==> src/rtl/pipe_control_unit_if.sv <==
// Handshake bundle between the pipeline control unit and the datapath / mult-div unit.
// The slave modport is the control unit; the master side drives Decode and the md handshake.
interface pipe_control_unit_if #(
    parameter int REG_W = 5
);
    logic [31:0]      insn_d;
    logic             valid_d;
    logic             branch_taken_x;
    logic             md_ready;
    logic             md_exception;
    logic             stall_fd;
    logic             flush_fd;
    logic             redirect_x;
    logic [4:0]       x_alu_op;
    logic             x_alu_inb_imm;
    logic [1:0]       x_fwd_a;
    logic [1:0]       x_fwd_b;
    logic             md_start_mult;
    logic             md_start_div;
    logic             m_dmem_we;
    logic             w_reg_we;
    logic [REG_W-1:0] w_reg_addr;
    logic [1:0]       w_wd_sel;
    logic [31:0]      w_status;

    modport slave (
        input  insn_d, valid_d, branch_taken_x, md_ready, md_exception,
        output stall_fd, flush_fd, redirect_x, x_alu_op, x_alu_inb_imm, x_fwd_a, x_fwd_b,
               md_start_mult, md_start_div, m_dmem_we, w_reg_we, w_reg_addr, w_wd_sel, w_status
    );

    modport master (
        output insn_d, valid_d, branch_taken_x, md_ready, md_exception,
        input  stall_fd, flush_fd, redirect_x, x_alu_op, x_alu_inb_imm, x_fwd_a, x_fwd_b,
               md_start_mult, md_start_div, m_dmem_we, w_reg_we, w_reg_addr, w_wd_sel, w_status
    );
endinterface

==> src/rtl/pipe_control_unit.sv <==
// Pipelined control for the 5-stage core: decode in D, bundles through D/X, X/M, M/W,
// load-use and mult/div stalls, redirect flushes and operand forwarding selects.
module pipe_control_unit #(
    parameter int REG_W   = 5,
    parameter int RSTATUS = 30,
    parameter int RRA     = 31
) (
    input logic                clock,
    input logic                reset,
    pipe_control_unit_if.slave bus
);
    localparam logic [4:0] OP_RTYPE = 5'b00000;
    localparam logic [4:0] OP_J     = 5'b00001;
    localparam logic [4:0] OP_BNE   = 5'b00010;
    localparam logic [4:0] OP_JAL   = 5'b00011;
    localparam logic [4:0] OP_JR    = 5'b00100;
    localparam logic [4:0] OP_ADDI  = 5'b00101;
    localparam logic [4:0] OP_BLT   = 5'b00110;
    localparam logic [4:0] OP_SW    = 5'b00111;
    localparam logic [4:0] OP_LW    = 5'b01000;
    localparam logic [4:0] FN_MUL   = 5'b00110;
    localparam logic [4:0] FN_DIV   = 5'b00111;

    localparam logic [1:0] WD_MEM    = 2'b01;
    localparam logic [1:0] WD_PC1    = 2'b10;
    localparam logic [1:0] WD_STATUS = 2'b11;
    localparam logic [1:0] FWD_RF    = 2'b00;
    localparam logic [1:0] FWD_M     = 2'b01;
    localparam logic [1:0] FWD_W     = 2'b10;

    localparam logic [REG_W-1:0] REG_STATUS = REG_W'(RSTATUS);
    localparam logic [REG_W-1:0] REG_LINK   = REG_W'(RRA);

    typedef struct packed {
        logic             reg_we;
        logic [REG_W-1:0] dest;
        logic [1:0]       wd_sel;
        logic [4:0]       alu_op;
        logic             inb_imm;
        logic             dmem_we;
        logic             is_lw;
        logic             is_jump;
        logic             is_br;
        logic             is_mul;
        logic             is_div;
        logic [REG_W-1:0] src_a;
        logic [REG_W-1:0] src_b;
        logic [2:0]       status;
    } ctrl_t;

    typedef enum logic {MD_IDLE, MD_BUSY} md_state_t;

    ctrl_t     dec, x_out, dx, xm, mw;
    md_state_t md_state;
    logic      md_start_mult_q, md_start_div_q;
    logic      redirect, load_use, md_hold, md_done, md_launch;

    logic [4:0]       opcode, alu_fn;
    logic [REG_W-1:0] rd, rs, rt;
    logic             unused_insn_bits;

    assign opcode = bus.insn_d[31:27];
    assign rd     = bus.insn_d[22 +: REG_W];
    assign rs     = bus.insn_d[17 +: REG_W];
    assign rt     = bus.insn_d[12 +: REG_W];
    assign alu_fn = bus.insn_d[6:2];
    // shamt and immediate bits are consumed by the datapath only
    assign unused_insn_bits = ^{bus.insn_d[11:7], bus.insn_d[1:0]};

    always_comb begin
        dec = '0;
        if (bus.valid_d) begin
            case (opcode)
                OP_RTYPE: begin
                    dec.reg_we = 1'b1;
                    dec.dest   = rd;
                    dec.alu_op = alu_fn;
                    dec.src_a  = rs;
                    dec.src_b  = rt;
                    dec.is_mul = (alu_fn == FN_MUL);
                    dec.is_div = (alu_fn == FN_DIV);
                end
                OP_ADDI, OP_LW: begin
                    dec.reg_we  = 1'b1;
                    dec.dest    = rd;
                    dec.inb_imm = 1'b1;
                    dec.src_a   = rs;
                    dec.is_lw   = (opcode == OP_LW);
                    dec.wd_sel  = (opcode == OP_LW) ? WD_MEM : 2'b00;
                end
                OP_SW: begin
                    dec.dmem_we = 1'b1;
                    dec.inb_imm = 1'b1;
                    dec.src_a   = rs;
                    dec.src_b   = rd;
                end
                OP_J:  dec.is_jump = 1'b1;
                OP_JAL: begin
                    dec.is_jump = 1'b1;
                    dec.reg_we  = 1'b1;
                    dec.dest    = REG_LINK;
                    dec.wd_sel  = WD_PC1;
                end
                OP_JR: begin
                    dec.is_jump = 1'b1;
                    dec.src_a   = rd;
                end
                OP_BNE, OP_BLT: begin
                    dec.is_br = 1'b1;
                    dec.src_a = rd;
                    dec.src_b = rs;
                end
                default: dec = '0;
            endcase
            // r0 is hardwired: drop the write entirely so nothing downstream matches it
            if (dec.dest == '0) begin
                dec.reg_we = 1'b0;
                dec.wd_sel = 2'b00;
            end
        end
    end

    // md_ready only counts while a mul/div is actually occupying Execute
    assign md_done  = (md_state == MD_BUSY) && bus.md_ready;
    assign md_hold  = (md_state == MD_BUSY) && !bus.md_ready;
    assign redirect = dx.is_jump || (dx.is_br && bus.branch_taken_x);
    assign load_use = dx.is_lw && dx.reg_we &&
                      ((dec.src_a == dx.dest) || (dec.src_b == dx.dest));
    assign md_launch = !md_hold && !redirect && !load_use && (dec.is_mul || dec.is_div);

    always_comb begin
        x_out = dx;
        if (md_done && bus.md_exception) begin
            x_out.reg_we = 1'b1;
            x_out.dest   = REG_STATUS;
            x_out.wd_sel = WD_STATUS;
            x_out.status = dx.is_mul ? 3'd4 : 3'd5;
        end
    end

    function automatic logic [1:0] fwd_sel(input logic [REG_W-1:0] src,
                                           input ctrl_t m, input ctrl_t w);
        if (src == '0)                    return FWD_RF;
        if (m.reg_we && (m.dest == src))  return FWD_M;
        if (w.reg_we && (w.dest == src))  return FWD_W;
        return FWD_RF;
    endfunction

    always_ff @(posedge clock) begin
        if (!reset) begin
            dx              <= '0;
            xm              <= '0;
            mw              <= '0;
            md_state        <= MD_IDLE;
            md_start_mult_q <= 1'b0;
            md_start_div_q  <= 1'b0;
        end else begin
            mw <= xm;
            xm <= md_hold ? '0 : x_out;
            if (!md_hold) dx <= (redirect || load_use) ? '0 : dec;
            md_start_mult_q <= md_launch && dec.is_mul;
            md_start_div_q  <= md_launch && dec.is_div;
            case (md_state)
                MD_IDLE: if (md_launch) md_state <= MD_BUSY;
                MD_BUSY: if (bus.md_ready && !md_launch) md_state <= MD_IDLE;
            endcase
        end
    end

    assign bus.stall_fd      = md_hold || (load_use && !redirect);
    assign bus.flush_fd      = redirect;
    assign bus.redirect_x    = redirect;
    assign bus.x_alu_op      = dx.alu_op;
    assign bus.x_alu_inb_imm = dx.inb_imm;
    assign bus.x_fwd_a       = fwd_sel(dx.src_a, xm, mw);
    assign bus.x_fwd_b       = fwd_sel(dx.src_b, xm, mw);
    assign bus.md_start_mult = md_start_mult_q;
    assign bus.md_start_div  = md_start_div_q;
    assign bus.m_dmem_we     = xm.dmem_we;
    assign bus.w_reg_we      = mw.reg_we;
    assign bus.w_reg_addr    = mw.dest;
    assign bus.w_wd_sel      = mw.wd_sel;
    assign bus.w_status      = {29'd0, mw.status};
endmodule

==> src/flat_wrapper.sv <==
// flat-port wrapper written by rule: the top's interface ports become plain ports
module pipe_control_unit_flat 
#(
    parameter int REG_W   = 5,
    parameter int RSTATUS = 30,
    parameter int RRA     = 31
)
  (clock, reset, bus_insn_d, bus_valid_d, bus_branch_taken_x, bus_md_ready, bus_md_exception, bus_stall_fd, bus_flush_fd, bus_redirect_x, bus_x_alu_op, bus_x_alu_inb_imm, bus_x_fwd_a, bus_x_fwd_b, bus_md_start_mult, bus_md_start_div, bus_m_dmem_we, bus_w_reg_we, bus_w_reg_addr, bus_w_wd_sel, bus_w_status);
  pipe_control_unit_if #(.REG_W(REG_W)) bus_i ();
  input logic clock;
  input logic reset;
  input wire logic [$bits(bus_i.insn_d)-1:0] bus_insn_d;
  input wire logic [$bits(bus_i.valid_d)-1:0] bus_valid_d;
  input wire logic [$bits(bus_i.branch_taken_x)-1:0] bus_branch_taken_x;
  input wire logic [$bits(bus_i.md_ready)-1:0] bus_md_ready;
  input wire logic [$bits(bus_i.md_exception)-1:0] bus_md_exception;
  output wire logic [$bits(bus_i.stall_fd)-1:0] bus_stall_fd;
  output wire logic [$bits(bus_i.flush_fd)-1:0] bus_flush_fd;
  output wire logic [$bits(bus_i.redirect_x)-1:0] bus_redirect_x;
  output wire logic [$bits(bus_i.x_alu_op)-1:0] bus_x_alu_op;
  output wire logic [$bits(bus_i.x_alu_inb_imm)-1:0] bus_x_alu_inb_imm;
  output wire logic [$bits(bus_i.x_fwd_a)-1:0] bus_x_fwd_a;
  output wire logic [$bits(bus_i.x_fwd_b)-1:0] bus_x_fwd_b;
  output wire logic [$bits(bus_i.md_start_mult)-1:0] bus_md_start_mult;
  output wire logic [$bits(bus_i.md_start_div)-1:0] bus_md_start_div;
  output wire logic [$bits(bus_i.m_dmem_we)-1:0] bus_m_dmem_we;
  output wire logic [$bits(bus_i.w_reg_we)-1:0] bus_w_reg_we;
  output wire logic [$bits(bus_i.w_reg_addr)-1:0] bus_w_reg_addr;
  output wire logic [$bits(bus_i.w_wd_sel)-1:0] bus_w_wd_sel;
  output wire logic [$bits(bus_i.w_status)-1:0] bus_w_status;
  assign bus_i.insn_d = bus_insn_d;
  assign bus_i.valid_d = bus_valid_d;
  assign bus_i.branch_taken_x = bus_branch_taken_x;
  assign bus_i.md_ready = bus_md_ready;
  assign bus_i.md_exception = bus_md_exception;
  assign bus_stall_fd = bus_i.stall_fd;
  assign bus_flush_fd = bus_i.flush_fd;
  assign bus_redirect_x = bus_i.redirect_x;
  assign bus_x_alu_op = bus_i.x_alu_op;
  assign bus_x_alu_inb_imm = bus_i.x_alu_inb_imm;
  assign bus_x_fwd_a = bus_i.x_fwd_a;
  assign bus_x_fwd_b = bus_i.x_fwd_b;
  assign bus_md_start_mult = bus_i.md_start_mult;
  assign bus_md_start_div = bus_i.md_start_div;
  assign bus_m_dmem_we = bus_i.m_dmem_we;
  assign bus_w_reg_we = bus_i.w_reg_we;
  assign bus_w_reg_addr = bus_i.w_reg_addr;
  assign bus_w_wd_sel = bus_i.w_wd_sel;
  assign bus_w_status = bus_i.w_status;
  pipe_control_unit #(.REG_W(REG_W), .RSTATUS(RSTATUS), .RRA(RRA)) u_core (.clock(clock), .reset(reset), .bus(bus_i));
endmodule
==> config.mk <==
export PLATFORM = sky130hd
export DESIGN_NAME = pipe_control_unit_flat
export DESIGN_NICKNAME = d
export VERILOG_FILES = /design/src/rtl/pipe_control_unit_if.sv /design/src/rtl/pipe_control_unit.sv /design/src/flat_wrapper.sv
export SDC_FILE = /design/constraint.sdc
export NUM_CORES = 1
export LEC_CHECK = 0
export CAP_MARGIN = 20
export CELL_PAD_IN_SITES_DETAIL_PLACEMENT = 1
export CELL_PAD_IN_SITES_GLOBAL_PLACEMENT = 1
export CORE_ASPECT_RATIO = 2
export CORE_UTILIZATION = 37
export DETAILED_ROUTE_END_ITERATION = 12
export PLACE_DENSITY = 0.87
export SKIP_LAST_GASP = 1
export SLEW_MARGIN = 15
export SYNTH_ARGS = -nofsm -noshare
export SYNTH_HDL_FRONTEND = slang
export SYNTH_SLANG_ARGS = --single-unit
export TNS_END_PERCENT = 10
==> constraint.sdc <==
create_clock -name clock -period 9.4 [get_ports clock]
set_input_delay 1.88 -clock clock [delete_from_list [all_inputs] [get_ports clock]]
set_output_delay 1.88 -clock clock [all_outputs]
set_load 0.02 [all_outputs]
==> out/summary.txt, run 1 <==
status -> finished clean
CTS tree -> yes
yosys warns -> 0
CP Class -> input pin to output port
Die Y -> 133 um
min cycle time layout -> 7.52 ns
H-tree depth -> 2
via count -> 2917
worst r2r dst -> u_core.md_state
DIE WIDTH -> 67.4 um
Yosys top cell by area -> dfxtp_1
Boundary Pins -> 94
clk sinks -> 53
area fraction of the dominant cell type after synthesis -> 33.5%
Async S/R FF share, synth -> 0%
CTS Hold Bufs -> 0
relative slew slack -> 36.9%
Total GRT Usage -> 22.6%
Pwr Total -> 0.000463 W
max-cap viol count -> 0
CP startpoint kind -> input pin
crit-path most repeated cell -> clkdlybuf4s50_1
Reg2Reg Depth -> 7
leakage -> 1.40 nW
pwr dens -> 123 nW/um2
crit path capture -> bus_stall_fd
Worst Path Buf+Inv -> 2
Ant. Diodes -> 0
Worst EP arrival -> 5.64 ns
worst-margin pin slew -> 0.943 ns
row cnt -> 47
maximum clock rate -> 133 MHz
worst vdd ir -> 0.0599 mV
fin cells -> 521
post-synthesis average cell area -> 8.13 um2
Initial DRC Count -> 80
Syn Std Cell Area -> 3160 um2
final cycle utilization of the critical path -> 80.0%
initial antenna violation count -> 0
share of cells above drive strength 1 -> 5.91%
cells along the critical path -> clkdlybuf4s50_1, nor4b_2, a32oi_1, mux2i_1, or4_1, a2111oi_4, o31a_1, clkdlybuf4s50_1
post-DP HPWL -> 7770 um
Port Buffer Count -> 56
vias in the first global route -> 2991
Detailed Routing Iterations Pass 1 -> 4
Hold/Removal Path Class -> flop to flop
sequential share of the synthesized area -> 33.5%
Routed Antenna Nets -> 0
HP Start -> u_core.xm[25]
crit path launch -> bus_insn_d[31]
Initial Utilization -> 38.2%
cts bufs inserted -> 5
Cells after Synth -> 389
pin count of the biggest net entering global routing -> 31
Post-synth EDFFs -> 0
Layout Utilization -> 45.6%
top_reg_cell synth -> dfxtp_1
RSZ-0062 raised after global routing -> false
Layout area overhead -> 19.4%
final hold violation count -> 0
Vias/cell -> 5.60
R2R Path Start -> u_core.dx[28]
worst clock skew -> 0.00540 ns
Detailed Route WL -> 9560 um
# DRC -> 0
Final Instance Area -> 3780 um2
Slew Limit Fails -> 0
post-cts gate resize count -> 0
Crit path largest cell delay -> 0.89 ns
Reg2Reg Setup Slack -> 6.49 ns
Top delay family on crit path -> simple AND/OR/NAND/NOR gates
Post-CTS Setup Inserts -> 0
first-pass GRT wire length -> 15100 um
Worst-Skew Late Latency -> 0.29 ns
clock buffer depth -> 2
WP data required -> 7.52 ns
slowest CP cell -> nor4b_2
post-route setup TNS -> 0 ns
synth top area cells -> dfxtp_1 (34%), buf_4 (8.5%), o31ai_1 (6.9%)
Critical Path Fanout Max -> 15
area of the die -> 8950 um2
Routed wire per std cell -> 18.4 um
Critical Path Stages -> 8
number of synthesized register bits -> 53
Clock transition at path regs -> 0.07 ns
Netlist cell types -> 54
core area -> 8290 um2
Inst Count DP -> 513
clock root buffer -> clkbuf_16
GP Congestion -> 0.917
Worst Setup End Kind -> output port
final-stage net count -> 461
grt ovf -> 0
placed instance area -> 3620 um2
Final setup viols -> 0
[flip-flops by register name (all words and copies together) (netlist names)]
register / flops
u_core.dx: 23
u_core.xm: 10
u_core.bus.w_reg_addr: 5
u_core.bus.x_alu_op: 5
u_core.bus.w_status: 2
u_core.bus.w_wd_sel: 2
u_core.bus.m_dmem_we: 1
u_core.bus.md_start_div: 1
u_core.bus.md_start_mult: 1
u_core.bus.w_reg_we: 1
u_core.bus.x_alu_inb_imm: 1
u_core.md_state: 1
[layout by cell type, fill, tap and decap left out, types with 4 or more instances in the layout]
| cell | count |
|---|---|
| clkdlybuf4s50_1 | 56 |
| conb_1 | 30 |
| nor4_1 | 5 |
| a22o_1 | 4 |
| xnor2_1 | 10 |
| nor2b_1 | 4 |
| or2_2 | 5 |
| o31ai_1 | 29 |
| and3_1 | 5 |
| xor2_1 | 12 |
| o21a_1 | 9 |
| and2_1 | 17 |
| inv_1 | 6 |
| nor3_1 | 9 |
| nand3_1 | 12 |
| dfxtp_1 | 53 |
| nand4_1 | 6 |
| clkbuf_16 | 5 |
| nand2_1 | 49 |
| or4_1 | 4 |
| nor2_1 | 15 |
| a211oi_1 | 4 |
| o21ai_0 | 9 |
| a21oi_1 | 8 |
| or3_1 | 5 |
[per-stage QoR]
step,hold slack (ns),setup slack (ns)
after global routing,0.450,1.83
after CTS,0.438,1.92
after detailed placement,0.421,1.92
after floorplan,0.392,3.50
final,0.433,1.88
after global placement,0.417,1.97
[Yosys cell counts, types with 4 or more instances]
master     n
dfxtp_1   53
nand2_1   49
buf_4     36
o31ai_1   29
clkbuf_1  19
and2_1    17
nor2_1    15
nand3_1   12
xor2_1    12
xnor2_1   10
nor3_1     9
o21a_1     9
o21ai_0    9
a21oi_1    8
buf_2      7
inv_1      6
nand4_1    6
and3_1     5
nor4_1     5
or2_2      5
or3_1      5
a211oi_1   4
a22o_1     4
nor2b_1    4
or4_1      4
[layer usage]
| metal | global-route usage (%) | up-vias | share of wire (%) |
|---|---|---|---|
| met5 | 0 | - | 0 |
| met4 | 19.7 | 0 | 7.8 |
| met3 | 1.72 | 31 | 2.7 |
| met2 | 40.9 | 106 | 56 |
| met1 | 21.2 | 1387 | 33 |
| li1 | - | 1393 | - |
[kinds of logic (layout without fill, tap and decap cells)]
group	Yosys count	count (layout)	synth area share, %
AND/OR/NAND/NOR	152	152	25.4
AO/OA/AOI/OAI	90	90	21.2
buffers and inverters	68	73	12.6
flip-flops	53	53	33.5
XOR/XNOR	22	22	6.09
multiplexers	3	3	0.989
other	1	30	0.119
[power breakdown]
group          switching, W  internal, W  total (W)
combinational     0.0000361    0.0000212  0.0000573
sequential       0.00000172     0.000226   0.000227
clock             0.0000804    0.0000977   0.000178
[worst min-delay path by stage]
| stage | slack, ns | to | cells after the start |
|---|---|---|---|
| after detailed placement | 0.42 | u_core.bus.w_wd_sel[0] | 1 |
| after global placement | 0.42 | u_core.bus.w_wd_sel[0] | 1 |
| after floorplan | 0.39 | u_core.xm[0] | 1 |
| after CTS | 0.44 | u_core.bus.w_wd_sel[0] | 1 |
| final | 0.43 | u_core.bus.w_wd_sel[0] | 1 |
| after global routing | 0.45 | u_core.bus.w_wd_sel[0] | 1 |
[layout make-up]
class	instances	area, um2
fill	1009	4510
multi-input combinational	297	1830
sequential	53	1060
timing repair buffer	60	598
clock buffer	5	125
tap	98	123
inverter	6	22.5
clock inverter	2	16.3
Note: power is estimated with default switching activity, not from simulation.
==> inputs of run 2 (changes only) <==
--- a/config.mk
+++ b/config.mk
@@ -9,9 +9,9 @@
 export CELL_PAD_IN_SITES_DETAIL_PLACEMENT = 1
 export CELL_PAD_IN_SITES_GLOBAL_PLACEMENT = 1
 export CORE_ASPECT_RATIO = 2
-export CORE_UTILIZATION = 37
+export CORE_UTILIZATION = 34
 export DETAILED_ROUTE_END_ITERATION = 12
-export PLACE_DENSITY = 0.87
+export PLACE_DENSITY = 0.81
 export SKIP_LAST_GASP = 1
 export SLEW_MARGIN = 15
 export SYNTH_ARGS = -nofsm -noshare
==> constraint.sdc (replaced) <==
create_clock -name clock -period 7.82 [get_ports clock]
set_input_delay 1.564 -clock clock [delete_from_list [all_inputs] [get_ports clock]]
set_output_delay 1.564 -clock clock [all_outputs]
set_load 0.02 [all_outputs]
==> out/summary.txt, run 2 (synthesis results as in run 1) <==
Crit path largest cell delay -> 0.91 ns (+0.02 ns)
RSZ-0062 raised after global routing -> false
R2R Path Start -> u_core.dx[28]
crit-path most repeated cell -> clkdlybuf4s50_1
first-pass GRT wire length -> 15800 um (+4.5%)
Inst Count DP -> 519 (+1.2%)
post-route setup TNS -> 0 ns (unchanged)
Worst Setup End Kind -> output port
Initial DRC Count -> 119 (+49%)
final cycle utilization of the critical path -> 88.7%
Total GRT Usage -> 21.0% (-1.6 points)
Slew Limit Fails -> 0 (unchanged)
via count -> 2948 (+1.1%)
Reg2Reg Setup Slack -> 4.83 ns (-1.66 ns)
Die Y -> 138 um (+4.3%)
Post-CTS Setup Inserts -> 0 (unchanged)
H-tree depth -> 2 (unchanged)
Critical Path Fanout Max -> 15 (unchanged)
Largest Register -> u_core.dx
Reg2Reg Depth -> 7 (unchanged)
relative slew slack -> 34.7% (-2.2 points)
FF/Latch Area -> 1060 um2 (unchanged)
# DRC -> 0 (unchanged)
slowest CP cell -> nor4b_2
worst r2r dst -> u_core.dx[31]
pin count of the biggest net entering global routing -> 31 (unchanged)
Worst EP arrival -> 5.38 ns (-0.26 ns)
maximum clock rate -> 144 MHz
max-cap viol count -> 0 (unchanged)
Metal-1 WL -> 3330 um (+4.1%)
Port Buffer Count -> 56 (unchanged)
Worst-Skew Late Latency -> 0.30 ns (about the same)
final-stage net count -> 463 (+0.43%)
Detailed Routing Iterations Pass 1 -> 4 (unchanged)
Clock transition at path regs -> 0.07 ns (about the same)
status -> finished clean
pwr dens -> 157 nW/um2 (+28%)
Top delay family on crit path -> simple AND/OR/NAND/NOR gates
vias in the first global route -> 3097 (+3.5%)
worst vdd ir -> 0.108 mV (+80%)
WP data required -> 6.26 ns (-1.26 ns)
Hold Crit Depth -> 1 (unchanged)
area of the multi-input gates -> 1830 um2 (unchanged)
Initial Utilization -> 35.1% (-3.1 points)
number of fillers in the final layout -> 1071 (+6.1%)
Routed wire per std cell -> 18.9 um (+3.2%)
Vias/cell -> 5.58 (-0.28%)
Ant. Diodes -> 0 (unchanged)
worst clock skew -> 0.00437 ns (-0.00102 ns)
met3 wire len -> 349 um (+35%)
post-DP HPWL -> 7960 um (+2.4%)
Detailed Route WL -> 10000 um (+4.6%)
clock root buffer -> clkbuf_16
Hold Path End -> u_core.bus.w_wd_sel[1]
Boundary Pins -> 94 (unchanged)
Routed Antenna Nets -> 0 (unchanged)
grt ovf -> 0 (unchanged)
GP Congestion -> 0.918 (+0.11%)
CP startpoint kind -> input pin
post-cts gate resize count -> 0 (unchanged)
worst-margin pin slew -> 0.977 ns (+0.0336 ns)
clock buffer depth -> 2 (unchanged)
row cnt -> 49 (+4.3%)
min cycle time layout -> 6.94 ns
DR top layer -> met4
core area -> 9010 um2 (+8.7%)
clk sinks -> 53 (unchanged)
fin cells -> 528 (+1.3%)
leakage -> 1.42 nW (+1.7%)
DIE WIDTH -> 70.2 um (+4.2%)
max reg flops -> 23 (unchanged)
Final setup viols -> 0 (unchanged)
final hold violation count -> 0 (unchanged)
area of the die -> 9720 um2 (+8.6%)
cts bufs inserted -> 5 (unchanged)
Layout area overhead -> 21.0%
CTS Hold Bufs -> 0 (unchanged)
cells along the critical path -> clkdlybuf4s50_1, nor4b_2, a32oi_1, mux2i_1, or4_1, a2111oi_4, o31a_1, clkdlybuf4s50_1
HP Start -> u_core.xm[26]
commonest cells after routing, fill and taps aside -> clkdlybuf4s50_1 (56), dfxtp_1 (53), nand2_1 (49), conb_1 (30), o31ai_1 (29)
commonest non-fill, non-tap cell in the layout -> clkdlybuf4s50_1
Hold/Removal Path Class -> flop to flop
CTS tree -> yes
initial antenna violation count -> 0 (unchanged)
CP Class -> input pin to output port
Largest regs -> u_core.dx x23, u_core.xm x10
Worst Path Buf+Inv -> 2 (unchanged)
met2 wire length -> 5540 um (+3.4%)
share of cells above drive strength 1 -> 6.57% (+0.66 points)
[run 2: where the power goes]
part           internal [W]  leakage (nW)  switching [W]   total, W
clock              0.000152        0.0800       0.000105   0.000256
combinational     0.0000260         0.913      0.0000445  0.0000705
sequential         0.000271         0.427     0.00000202   0.000273
[run 2: cell type report]
type                       instances  share of cell area, %
clock inverter                     3                   1.21
clock buffer                       5                   3.27
multi-input combinational        297                   47.9
tap                              102                   3.33
sequential                        53                   27.7
inverter                           6                  0.588
timing repair buffer              62                   16.0
[run 2: worst reg2reg max path, stage by stage (launching register included)]
cell and delay (ns):
dfxtp_1 0.42, or4_1 0.55, nor2_1 0.17, o221ai_1 0.13, or4_1 0.55, a2111oi_4 0.42, buf_4 0.43, o32ai_1 0.18
[run 2: stage by stage]
| stage | instance area [um2] | setup WS [ns] | utilization (%) | hold slack [ns] | power (W) |
|---|---|---|---|---|---|
| after floorplan | 3270 | 2.55 | - | 0.392 | 0.000330 |
| after global placement | 3640 | 1.07 | 40.4 | 0.418 | 0.000348 |
| after detailed placement | 3640 | 0.957 | 40.4 | 0.427 | 0.000349 |
| after CTS | 3810 | 0.959 | 42.3 | 0.440 | 0.000603 |
| after global routing | 3830 | 0.704 | 42.5 | 0.462 | 0.000618 |
| final | 3830 | 0.880 | 42.5 | 0.437 | 0.000600 |
[run 2: routing by layer]
| layer | global-route usage, % | vias to the layer above |
|---|---|---|
| li1 | - | 1397 |
| met2 | 39.4 | 116 |
| met4 | 17.7 | 0 |
| met1 | 19.0 | 1391 |
| met5 | 0 | - |
| met3 | 3.06 | 44 |
[run 2: worst max-delay path by stage]
stage	endpoint	cells after the start	slack, ns	from
final	bus_stall_fd	8	0.88	bus_insn_d[31]
after floorplan	bus_stall_fd	9	2.55	bus_insn_d[27]
after detailed placement	bus_stall_fd	8	0.96	bus_insn_d[31]
after CTS	bus_stall_fd	8	0.96	bus_insn_d[31]
after global placement	bus_stall_fd	8	1.07	bus_insn_d[31]
after global routing	bus_stall_fd	8	0.70	bus_insn_d[31]
